==> src/rtl/ysyx_22040759_ifu_pkg.sv <==
// Shared types and constants for the instruction fetch unit and its decode-side users.
// Holds FSM state encoding, reset defaults and the pc_sel encoding.
package ysyx_22040759_ifu_pkg;

    typedef logic [63:0] addr_t;
    typedef logic [31:0] inst_t;

    typedef enum logic [2:0] {
        StBoot,
        StReq,
        StWait,
        StValid,
        StErr
    } ifu_state_e;

    typedef enum logic {
        PcPc  = 1'b0,
        PcAlu = 1'b1
    } pc_sel_e;

    localparam addr_t DefaultResetPc = 64'h0000_0000_8000_0000;
    localparam inst_t DefaultNopInst = 32'h0000_0013;

    function automatic logic is_misaligned(input addr_t addr);
        return (addr & addr_t'(3)) != '0;
    endfunction

endpackage

==> src/rtl/ysyx_22040759_ifu_if.sv <==
// Instruction-memory request/response channel between the fetch unit (master)
// and instruction memory (slave).
interface ysyx_22040759_ifu_if;
    import ysyx_22040759_ifu_pkg::*;

    logic  req_valid;
    addr_t req_addr;
    logic  req_ready;
    logic  rsp_valid;
    inst_t rsp_data;

    modport master (
        output req_valid,
        output req_addr,
        input  req_ready,
        input  rsp_valid,
        input  rsp_data
    );

    modport slave (
        input  req_valid,
        input  req_addr,
        output req_ready,
        output rsp_valid,
        output rsp_data
    );

endinterface

==> src/rtl/ysyx_22040759_pc_next.sv <==
// Combinational next-PC selection: sequential pc+4 or a redirect target,
// plus the alignment fault flag for whichever address is chosen.
module ysyx_22040759_pc_next
    import ysyx_22040759_ifu_pkg::*;
(
    input  addr_t pc_i,
    input  logic  pc_sel_i,
    input  addr_t target_i,
    output addr_t next_pc_o,
    output logic  misalign_o
);

    // Bit 0 of a redirect target is always dropped (jalr); only bit 1 can fault.
    assign next_pc_o  = (pc_sel_i == PcAlu) ? (target_i & ~addr_t'(1)) : pc_i + addr_t'(4);
    assign misalign_o = is_misaligned(next_pc_o);

endmodule

==> src/rtl/ysyx_22040759_ifu.sv <==
// Instruction fetch unit: owns the PC, fetches over a valid/ready request channel and
// holds each fetched instruction for decode until the execute side retires it.
module ysyx_22040759_ifu
    import ysyx_22040759_ifu_pkg::*;
#(
    parameter addr_t RESET_PC = DefaultResetPc,
    parameter inst_t NOP_INST = DefaultNopInst
) (
    input  logic                       clk,
    input  logic                       rst,
    input  logic                       pc_sel,
    input  addr_t                      alu_result,
    input  logic                       ex_done,
    ysyx_22040759_ifu_if.master        imem,
    output inst_t                      inst_o,
    output addr_t                      pc_o,
    output logic                       inst_valid,
    output logic                       misalign_o,
    output logic [63:0]                retire_cnt
);

    ifu_state_e  state_q, state_d;
    addr_t       pc_q, pc_d;
    inst_t       inst_q, inst_d;
    logic [63:0] retire_cnt_q, retire_cnt_d;

    addr_t next_pc;
    logic  next_misalign;

    ysyx_22040759_pc_next u_pc_next (
        .pc_i       (pc_q),
        .pc_sel_i   (pc_sel),
        .target_i   (alu_result),
        .next_pc_o  (next_pc),
        .misalign_o (next_misalign)
    );

    always_ff @(posedge clk or posedge rst) begin
        if (rst) begin
            state_q      <= StBoot;
            pc_q         <= RESET_PC;
            inst_q       <= NOP_INST;
            retire_cnt_q <= '0;
        end else begin
            state_q      <= state_d;
            pc_q         <= pc_d;
            inst_q       <= inst_d;
            retire_cnt_q <= retire_cnt_d;
        end
    end

    // Memory inputs are only consumed in the state that expects them; anything else is dropped.
    always_comb begin
        state_d      = state_q;
        pc_d         = pc_q;
        inst_d       = inst_q;
        retire_cnt_d = retire_cnt_q;
        case (state_q)
            StBoot: state_d = StReq;
            StReq: begin
                if (imem.req_ready) state_d = StWait;
            end
            StWait: begin
                if (imem.rsp_valid) begin
                    inst_d  = imem.rsp_data;
                    state_d = StValid;
                end
            end
            StValid: begin
                if (ex_done) begin
                    pc_d         = next_pc;
                    retire_cnt_d = retire_cnt_q + 64'd1;
                    inst_d       = NOP_INST;
                    state_d      = next_misalign ? StErr : StReq;
                end
            end
            StErr:   state_d = StErr;
            default: state_d = StBoot;
        endcase
    end

    assign imem.req_valid = (state_q == StReq);
    assign imem.req_addr  = pc_q;
    assign inst_valid     = (state_q == StValid);
    assign misalign_o     = (state_q == StErr);
    assign inst_o         = inst_q;
    assign pc_o           = pc_q;
    assign retire_cnt     = retire_cnt_q;

endmodule

==> src/flat_wrapper.sv <==
// flat-port wrapper written by rule: the top's interface ports become plain ports
module ysyx_22040759_ifu_flat import ysyx_22040759_ifu_pkg::*;
#(
    parameter addr_t RESET_PC = DefaultResetPc,
    parameter inst_t NOP_INST = DefaultNopInst
)
  (clk, rst, pc_sel, alu_result, ex_done, inst_o, pc_o, inst_valid, misalign_o, retire_cnt, imem_req_valid, imem_req_addr, imem_req_ready, imem_rsp_valid, imem_rsp_data);
  ysyx_22040759_ifu_if imem_i ();
  input  logic clk;
  input  logic rst;
  input  logic pc_sel;
  input  addr_t alu_result;
  input  logic ex_done;
  output inst_t inst_o;
  output addr_t pc_o;
  output logic inst_valid;
  output logic misalign_o;
  output logic [63:0] retire_cnt;
  output wire logic [$bits(imem_i.req_valid)-1:0] imem_req_valid;
  output wire logic [$bits(imem_i.req_addr)-1:0] imem_req_addr;
  input wire logic [$bits(imem_i.req_ready)-1:0] imem_req_ready;
  input wire logic [$bits(imem_i.rsp_valid)-1:0] imem_rsp_valid;
  input wire logic [$bits(imem_i.rsp_data)-1:0] imem_rsp_data;
  assign imem_req_valid = imem_i.req_valid;
  assign imem_req_addr = imem_i.req_addr;
  assign imem_i.req_ready = imem_req_ready;
  assign imem_i.rsp_valid = imem_rsp_valid;
  assign imem_i.rsp_data = imem_rsp_data;
  ysyx_22040759_ifu #(.RESET_PC(RESET_PC), .NOP_INST(NOP_INST)) u_core (.clk(clk), .rst(rst), .pc_sel(pc_sel), .alu_result(alu_result), .ex_done(ex_done), .imem(imem_i), .inst_o(inst_o), .pc_o(pc_o), .inst_valid(inst_valid), .misalign_o(misalign_o), .retire_cnt(retire_cnt));
endmodule
==> config.mk <==
export PLATFORM = sky130hd
export DESIGN_NAME = ysyx_22040759_ifu_flat
export DESIGN_NICKNAME = d
export VERILOG_FILES = /design/src/rtl/ysyx_22040759_ifu_pkg.sv /design/src/rtl/ysyx_22040759_ifu_if.sv /design/src/rtl/ysyx_22040759_pc_next.sv /design/src/rtl/ysyx_22040759_ifu.sv /design/src/flat_wrapper.sv
export SDC_FILE = /design/constraint.sdc
export NUM_CORES = 1
export LEC_CHECK = 0
export CORE_ASPECT_RATIO = 1.2
export CORE_MARGIN = 3
export CORE_UTILIZATION = 45
export DETAILED_ROUTE_END_ITERATION = 10
export GPL_ROUTABILITY_DRIVEN = 1
export HOLD_SLACK_MARGIN = 0.12
export PLACE_DENSITY = 0.88
export SLEW_MARGIN = 20
export SYNTH_ARGS = -nofsm -noshare
export SYNTH_HDL_FRONTEND = slang
export SYNTH_HIERARCHICAL = 1
export SYNTH_SLANG_ARGS = --single-unit
==> constraint.sdc <==
create_clock -name clk -period 7.6 [get_ports clk]
set_input_delay 1.52 -clock clk [delete_from_list [all_inputs] [get_ports clk]]
set_output_delay 1.52 -clock clk [all_outputs]
set_load 0.05 [all_outputs]
==> impl_metrics.json, run 1 <==
{
  "drt_wl_total_um": 27900,
  "critPathMaxStageDelay_ns": 0.76,
  "grt_pass1_wl_um": 44000,
  "htree_levels": 4,
  "worst_ep_arrival_time_ns": 4.38,
  "crit_fanout": 15,
  "clkTransAtPathRegs_ns": 0.07,
  "required_ns": 7.96,
  "fin_crit_sh_pct": 52.9,
  "ys_ff_latch": 163,
  "drc": 0,
  "layout_common_cells": "nand2_1 (356), clkdlybuf4s50_1 (326), dfrtp_1 (159)",
  "final_hold_viol_count": 0,
  "syn_area_um2": 9260,
  "rows": 56,
  "path_delay_family": "simple AND/OR/NAND/NOR gates",
  "synthFlopType": "dfrtp_1",
  "netlist_instances": 1111,
  "grt_overflow": 0,
  "clock-sinks": 163,
  "async_reset_ff_share_pct": 100,
  "ir_drop_mv": 0.297,
  "met1_usage_pct": 29.8,
  "final_common_cell": "nand2_1",
  "post_cts_buffers": 0,
  "worst_setup_path_start_kind": "input pin",
  "initial_core_util_pct": 46.5,
  "grt_max_degree": 102,
  "antenna_found_initial": 2,
  "rsz0062_at_grt": "no",
  "layout.nets": 1456,
  "grt.busiest_layer": "met2",
  "clockBufferDepth": 2,
  "cts_tree": "yes",
  "skew_ns": 0.0193,
  "synth_cell_type_count": 44,
  "final.fill_count": 1636,
  "worst_pin_slew_ns": 0.979,
  "path_cells": "clkdlybuf4s50_1 > nand4b_1 > nor4_1 > nand4_1 > nor4_1 > xor2_1",
  "ios": 329,
  "finish.utilization_pct": 64.7,
  "path_buf_inv": 1,
  "avgRoutedWirePerCell_um": 17.2,
  "status": "completed",
  "die_area_um2": 22300,
  "grtUsageMet3_pct": 5.79,
  "tns_ns": 0,
  "core_area_um2": 19900,
  "avgSynthCellArea_um2": 8.33,
  "end_kind": "flip-flop",
  "hpwl_um": 19700,
  "fp.dieW_um": 137,
  "syn_nets": 1215,
  "slew_violations": 0,
  "worst_skew_pair.late_latency_ns": 0.43,
  "antennaDiodeCount": 0,
  "period_needed_ns": 4.02,
  "grt.total_usage_pct": 24.6,
  "cpMostUsedCell": "nor4_1",
  "via_per_inst": 5.26,
  "gp_congestion": 0.849,
  "grt_pass1_vias": 8478,
  "post_cts_resized": 0,
  "yosysSeqAreaShare_pct": 44.1,
  "setup_violations": 0,
  "drive_above_1_share_pct": 5.71,
  "root_buffer": "clkbuf_16",
  "antenna_left": 0,
  "fmax_mhz": 249,
  "crit_slowest_cell": "nand4_1",
  "cap_violations": 0,
  "dr.pass1.iters": 6,
  "routed-via-count": 8552,
  "synth_edf_count": 0,
  "cts_hold_buf": 0,
  "hp-class": "reg -> reg",
  "syn_to_final_growth_pct": 39.0,
  "max_slew_margin_pct": 34.7,
  "drt_iter0_drc": 546,
  "port_buffers": 327,
  "worstSetupPathType": "in -> reg",
  "yosysWarnings": 6,
  "gr-usage-met2_pct": 43.3,
  "cts_made_buffers": 17,
  "die_y_um": 163,
  "p_leak_nw": 5.43,
  "powerDensity_nw_per_um2": 415
}
==> logic make-up after synthesis <==
logic type      after synthesis  synth area share (%)
flops                       163                  44.1
fa+ha+maj                     2                 0.270
simple gates                597                  30.0
buf+inv                     127                  7.81
xor+xnor                    123                  11.7
mux                          10                  1.22
compound gates               89                  4.88
==> layer usage <==
metal	share of wire (%)	up-vias
met5	0.090	-
met2	52	378
met4	1.8	4
met1	39	4028
li1	-	4095
met3	7.2	47
==> final timing paths <==
kind | depth (start not counted) | startpoint | to | slack (ns)
max in group asynchronous | 3 | rst | u_core/imem.req_addr[59] | 4.50
worst min register to register | 1 | u_core/retire_cnt[63] | u_core/retire_cnt[63] | 0.50
worst min-delay path | 1 | u_core/retire_cnt[63] | u_core/retire_cnt[63] | 0.50
min in group asynchronous | 2 | rst | u_core/retire_cnt[62] | 1.63
worst max-delay path | 6 | ex_done | u_core/retire_cnt[54] | 3.58
worst max register to register | 5 | u_core/state_q[2] | u_core/retire_cnt[54] | 4.67
==> per-stage QoR <==
stage	hold WS, ns	setup slack [ns]	power (W)	instances	cell area [µm²]
4_1_cts	0.498	3.67	0.00538	1626	12900
6_report	0.496	3.58	0.00534	1626	12900
3_5_place_dp	0.487	3.20	0.00450	1594	12300
5_1_grt	0.518	3.45	0.00560	1626	12900
2_1_floorplan	0.483	1.68	0.00364	1111	9260
3_3_place_gp	0.458	3.29	0.00443	1594	12300
==> cells in the mapped netlist, drive strengths merged, types with 2 or more instances <==
cell	number	area [µm²]
nand2	356	1340
dfrtp	159	3980
nand3	50	278
inv	16	60.1
nand4	45	303
xnor2	71	629
ha	2	25.0
buf	75	528
nor3	36	195
or3	3	18.8
clkbuf	36	135
o21ai	86	430
xor2	52	455
mux2	10	113
nor4	19	174
or2	3	18.8
dfstp	4	105
and4	9	78.8
nor3b	2	15.0
and3	10	62.6
and2	6	37.5
nor2	50	188
==> state kept, by name, summed over array words and instances (netlist names) <==
signal                count
u_core/imem.req_addr     64
u_core/state_q            3
u_core/retire_cnt        64
u_core/inst_o            32
==> report_power, final <==
| group | internal [W] | leakage, nW | switching, W |
|---|---|---|---|
| combinational | 0.000956 | 3.00 | 0.00201 |
| clock | 0.000447 | 0.292 | 0.000426 |
| sequential | 0.00112 | 2.14 | 0.000392 |
==> layout make-up <==
| cell class | instances | area (µm²) | share of cell area, % |
|---|---|---|---|
| multi-input combinational | 821 | 4470 | 34.7 |
| sequential | 163 | 4080 | 31.7 |
| timing repair buffer | 333 | 3320 | 25.8 |
| clock buffer | 17 | 425 | 3.30 |
| tap | 261 | 327 | 2.54 |
| clock inverter | 15 | 188 | 1.46 |
| inverter | 16 | 65.1 | 0.505 |
Note: power is estimated with default switching activity, not from simulation.
==> run 2: changes to the inputs <==
Clock period 7.6 ns to 4 ns, I/O delays scaled along.
==> run 2 against run 1 <==
Net effect:
- critical path depth stayed put
- clock skew is 0.0065 ns lower
- count of clock-buffer cells in the layout stayed put
- utilization hardly changed
- worst setup slack worse by 2.5 ns
==> impl_metrics.json, run 2 (synthesis gave the netlist of run 1 again) <==
{
  "status": "completed",
  "port_buffers": 327,
  "rows": 56,
  "path_buf_inv": 1,
  "slew_violations": 0,
  "ir_drop_mv": 0.551,
  "core_area_um2": 19900,
  "fmax_mhz": 339,
  "clockBufferDepth": 2,
  "antenna_found_initial": 0,
  "die_area_um2": 22300,
  "die_y_um": 163,
  "initial_core_util_pct": 46.5,
  "worst_ep_arrival_time_ns": 3.27,
  "root_buffer": "clkbuf_16",
  "path_delay_family": "simple AND/OR/NAND/NOR gates",
  "tns_ns": 0,
  "critPathMaxStageDelay_ns": 0.65,
  "max_slew_margin_pct": 39.8,
  "worstSetupPathType": "in -> reg",
  "final_common_cell": "nand2_1",
  "gp_congestion": 0.855,
  "end_kind": "flip-flop",
  "met3WireLength_um": 1880,
  "routed-via-count": 8589,
  "htree_levels": 4,
  "grt_pass1_wl_um": 43400,
  "dr.pass1.iters": 6,
  "layout_common_cells": "nand2_1 (356), clkdlybuf4s50_1 (326), dfrtp_1 (159)",
  "dr_wl_met2_um": 14100,
  "cap_violations": 0,
  "worst_skew_pair.late_latency_ns": 0.43,
  "drive_above_1_share_pct": 5.92,
  "fin_crit_sh_pct": 73.9,
  "grt_max_degree": 164,
  "clock-sinks": 163,
  "worst_pin_slew_ns": 0.904,
  "drc": 0,
  "worst_setup_path_start_kind": "input pin",
  "drt_iter0_drc": 439,
  "avgRoutedWirePerCell_um": 16.9,
  "post_cts_resized": 0,
  "cts_hold_buf": 0,
  "syn_to_final_growth_pct": 39.1,
  "crit_slowest_cell": "nor4_4",
  "hpwl_um": 19400,
  "drt_wl_total_um": 27500,
  "p_leak_nw": 5.44,
  "required_ns": 4.31,
  "setup_violations": 0,
  "routed.top_layer": "met4",
  "rsz0062_at_grt": "no",
  "via_per_inst": 5.27,
  "finalPower_w": 0.0101,
  "clkTransAtPathRegs_ns": 0.07,
  "powerDensity_nw_per_um2": 786,
  "grt.total_usage_pct": 24.3,
  "cts_made_buffers": 17,
  "crit_fanout": 8,
  "grt_overflow": 0,
  "drt-met1-wl_um": 10800,
  "layout.nets": 1459,
  "cts_tree": "yes",
  "fp.dieW_um": 137,
  "period_needed_ns": 2.95,
  "hp-class": "reg -> reg",
  "final_hold_viol_count": 0,
  "grt_pass1_vias": 8412,
  "antenna_left": 0,
  "path_cells": "clkdlybuf4s50_1 > nand4b_1 > nor4_4 > nand4_4 > or4_4 > xnor2_2",
  "post_cts_buffers": 0,
  "skew_ns": 0.0127,
  "ios": 329
}
## run 2: cell types whose count changed in the layout (fill, tap and decap cells not counted)
cell      before  now
clkinv_2       0    1
clkinv_8       7    2
diode_2        0    1
buf_4          7    9
buf_12         0    1
inv_8          2    6
## run 2: cell type report
| type | instances | area [µm²] |
|---|---|---|
| timing repair buffer | 336 | 3350 |
| clock inverter | 15 | 158 |
| antenna | 1 | 2.50 |
| tap | 261 | 327 |
| clock buffer | 17 | 425 |
| multi-input combinational | 821 | 4470 |
| inverter | 16 | 63.8 |
| fill | 1635 | 7020 |
| sequential | 163 | 4080 |
## run 2: metal layers
metal  vias up  global-route usage, %
met5         -                      0
met4         0                   8.48
met3        51                   5.76
met2       338                   42.4
met1      4098                   29.1
li1       4102                      -
## run 2: final timing paths
path	from	end	slack, ns	depth (start not counted)
min reg2reg	u_core/retire_cnt[63]	u_core/retire_cnt[63]	0.47	1
min in group asynchronous	rst	u_core/retire_cnt[9]	0.99	3
max reg2reg	u_core/imem.req_addr[2]	u_core/imem.req_addr[60]	1.38	9
min	u_core/retire_cnt[63]	u_core/retire_cnt[63]	0.47	1
max	ex_done	u_core/retire_cnt[61]	1.05	6
max in group asynchronous	rst	u_core/imem.req_addr[56]	2.34	3
## run 2: power breakdown
group          internal [W]  total, W  switching [W]
Sequential          0.00212   0.00287       0.000747
Clock              0.000841   0.00163       0.000793
Combinational       0.00182   0.00563        0.00380
Total               0.00478    0.0101        0.00534
## run 2: stage by stage
| stage | setup slack (ns) | std cells | util, % | hold slack, ns | area (µm²) |
|---|---|---|---|---|---|
| floorplan | 1.13 | 1111 | - | 0.483 | 9260 |
| global placement | 0.597 | 1597 | 61.8 | 0.461 | 12300 |
| detailed placement | 0.596 | 1597 | 61.8 | 0.456 | 12300 |
| CTS | 1.04 | 1629 | 64.7 | 0.469 | 12900 |
| global route | 0.912 | 1629 | 64.7 | 0.483 | 12900 |
| finish | 1.05 | 1630 | 64.7 | 0.468 | 12900 |
==> run 3: changes to the inputs <==
Clock period 4 ns to 2.9 ns, I/O delays scaled along.
==> run 3 against run 2 <==
Net effect:
- utilization is 0.73 points higher
- worst setup slack worse by 0.97 ns
- final area grew 1.1%
- sequential cell count unchanged
- sequential power grew 37%
- critical path depth increased by 2
- largest cell class unchanged
- largest power group unchanged
- highest routed layer unchanged
==> impl_metrics.json, run 3 (synthesis gave the netlist of run 1 again) <==
{
  "status": "completed",
  "core_area_um2": 19900,
  "cts_made_buffers": 17,
  "period_needed_ns": 2.82,
  "reg2reg_from": "u_core/state_q[2]",
  "cap_violations": 0,
  "grt_overflow": 0,
  "root_buffer": "clkbuf_16",
  "hold_path_startpoint": "u_core/retire_cnt[63]",
  "final_common_cell": "nand2_1",
  "postLayoutCellArea_um2": 13000,
  "clock-sinks": 163,
  "rows": 56,
  "ir_drop_mv": 0.761,
  "worstSetupPathType": "in -> reg",
  "worst_ep_arrival_time_ns": 3.16,
  "grt_pass1_wl_um": 44800,
  "port_buffers": 327,
  "r2r_setup_slack_ns": 0.23,
  "post_cts_buffers": 0,
  "grt_pass1_vias": 8655,
  "via_per_inst": 5.28,
  "cts_hold_buf": 0,
  "p_int_w": 0.00665,
  "clockBufferDepth": 2,
  "hold_ws_ns": 0.476,
  "ios": 329,
  "worst_pin_slew_ns": 0.739,
  "setup.worst_path.start": "ex_done",
  "gp_congestion": 0.897,
  "final.fill_count": 1611,
  "ff_latch_area_um2": 4080,
  "multi_input_area_um2": 4470,
  "clkTransAtPathRegs_ns": 0.07,
  "p_seq_share_pct": 28.0,
  "fmax_mhz": 355,
  "p_leak_nw": 5.52,
  "drive_above_1_share_pct": 6.81,
  "fin_crit_sh_pct": 97.3,
  "place_inst": 1610,
  "htree_levels": 4,
  "antenna_found_initial": 0,
  "hp-class": "reg -> reg",
  "setup_violations": 0,
  "worst_setup_path_start_kind": "input pin",
  "antenna_left": 0,
  "p_clk_share_pct": 15.9,
  "die_y_um": 163,
  "initial_core_util_pct": 46.5,
  "post_cts_resized": 0,
  "layout.nets": 1472,
  "rsz0062_at_grt": "no",
  "die_area_um2": 22300,
  "worst_skew_pair.late_latency_ns": 0.43,
  "switchingPower_w": 0.00739,
  "max_slew_margin_pct": 50.4,
  "crit_fanout": 15,
  "routed-via-count": 8683,
  "slew_violations": 0,
  "required_ns": 3.24,
  "drt_wl_total_um": 28400,
  "powerDensity_nw_per_um2": 1080,
  "drt_iter0_drc": 589,
  "avgRoutedWirePerCell_um": 17.3,
  "end_kind": "flip-flop",
  "grt.total_usage_pct": 25.2,
  "final_hold_viol_count": 0,
  "place_area_um2": 12400,
  "drc": 0,
  "cts_tree": "yes",
  "p_sw_share_pct": 52.6,
  "layout_common_cells": "nand2_1 (356), clkdlybuf4s50_1 (326), dfrtp_1 (159)",
  "syn_to_final_growth_pct": 40.7,
  "skew_ns": 0.0198,
  "grt_max_degree": 107,
  "hpwl_um": 20300,
  "fp.dieW_um": 137,
  "dr.pass1.iters": 5,
  "power_frac_comb_pct": 56.1,
  "fin_cells": 1643
}
## run 3: cell types whose count changed in the layout (fill, tap and decap cells not counted), sizes merged
cell    delta
buf       +13
clkinv     +1
inv        -1
## run 3: path summary, 6_finish.rpt
check,end,cells after the start
min reg2reg,u_core/retire_cnt[63],1
max reg2reg,u_core/retire_cnt[54],7
min in group asynchronous,u_core/retire_cnt[9],3
min,u_core/retire_cnt[63],1
max,u_core/retire_cnt[54],8
max in group asynchronous,u_core/imem.req_addr[0],3
## run 3: final cells by class
type,instances,area share [%]
Clock inverter,15,1.19
Multi-Input combinational cell,821,34.3
Inverter,16,0.490
Tap cell,261,2.51
Timing Repair Buffer,349,26.9
Antenna cell,1,0.0192
Sequential cell,163,31.4
Clock buffer,17,3.27
## run 3: through the flow
step / worst slack (ns) / power, W / util (%) / setup TNS, ns
detailed placement: -0.230 / 0.0119 / 62.5 / -0.844
finish: 0.0797 / 0.0140 / 65.5 / 0
global route: 0.0678 / 0.0147 / 65.4 / 0
CTS: 0.0800 / 0.0141 / 65.4 / 0
global placement: 0.000513 / 0.0117 / 62.5 / 0
floorplan: 0.252 / 0.00953 / - / 0
## run 3: power by group through the flow
stage / Sequential, W / Combinational (W) / Clock (W)
final: 0.00393 / 0.00788 / 0.00223
after detailed placement: 0.00396 / 0.00791 / 0
after CTS: 0.00392 / 0.00792 / 0.00229
after global routing: 0.00406 / 0.00828 / 0.00240
after global placement: 0.00391 / 0.00779 / 0
after floorplan: 0.00589 / 0.00364 / 0
## run 3: metal layers
layer	up-vias	track usage (%)	part of all wire (%)
met2	374	44.3	52
met1	4134	30.2	38
li1	4126	-	-
met4	0	7.94	2.2
met3	49	6.04	7.5
met5	-	0	0
## run 3: critical path, stage by stage
cell,delay (ns)
clkdlybuf4s50_1,0.55
nand4b_1,0.27
nor4_1,0.54
buf_4,0.22
nand4_1,0.13
buf_4,0.25
nor4_1,0.41
xor2_1,0.21
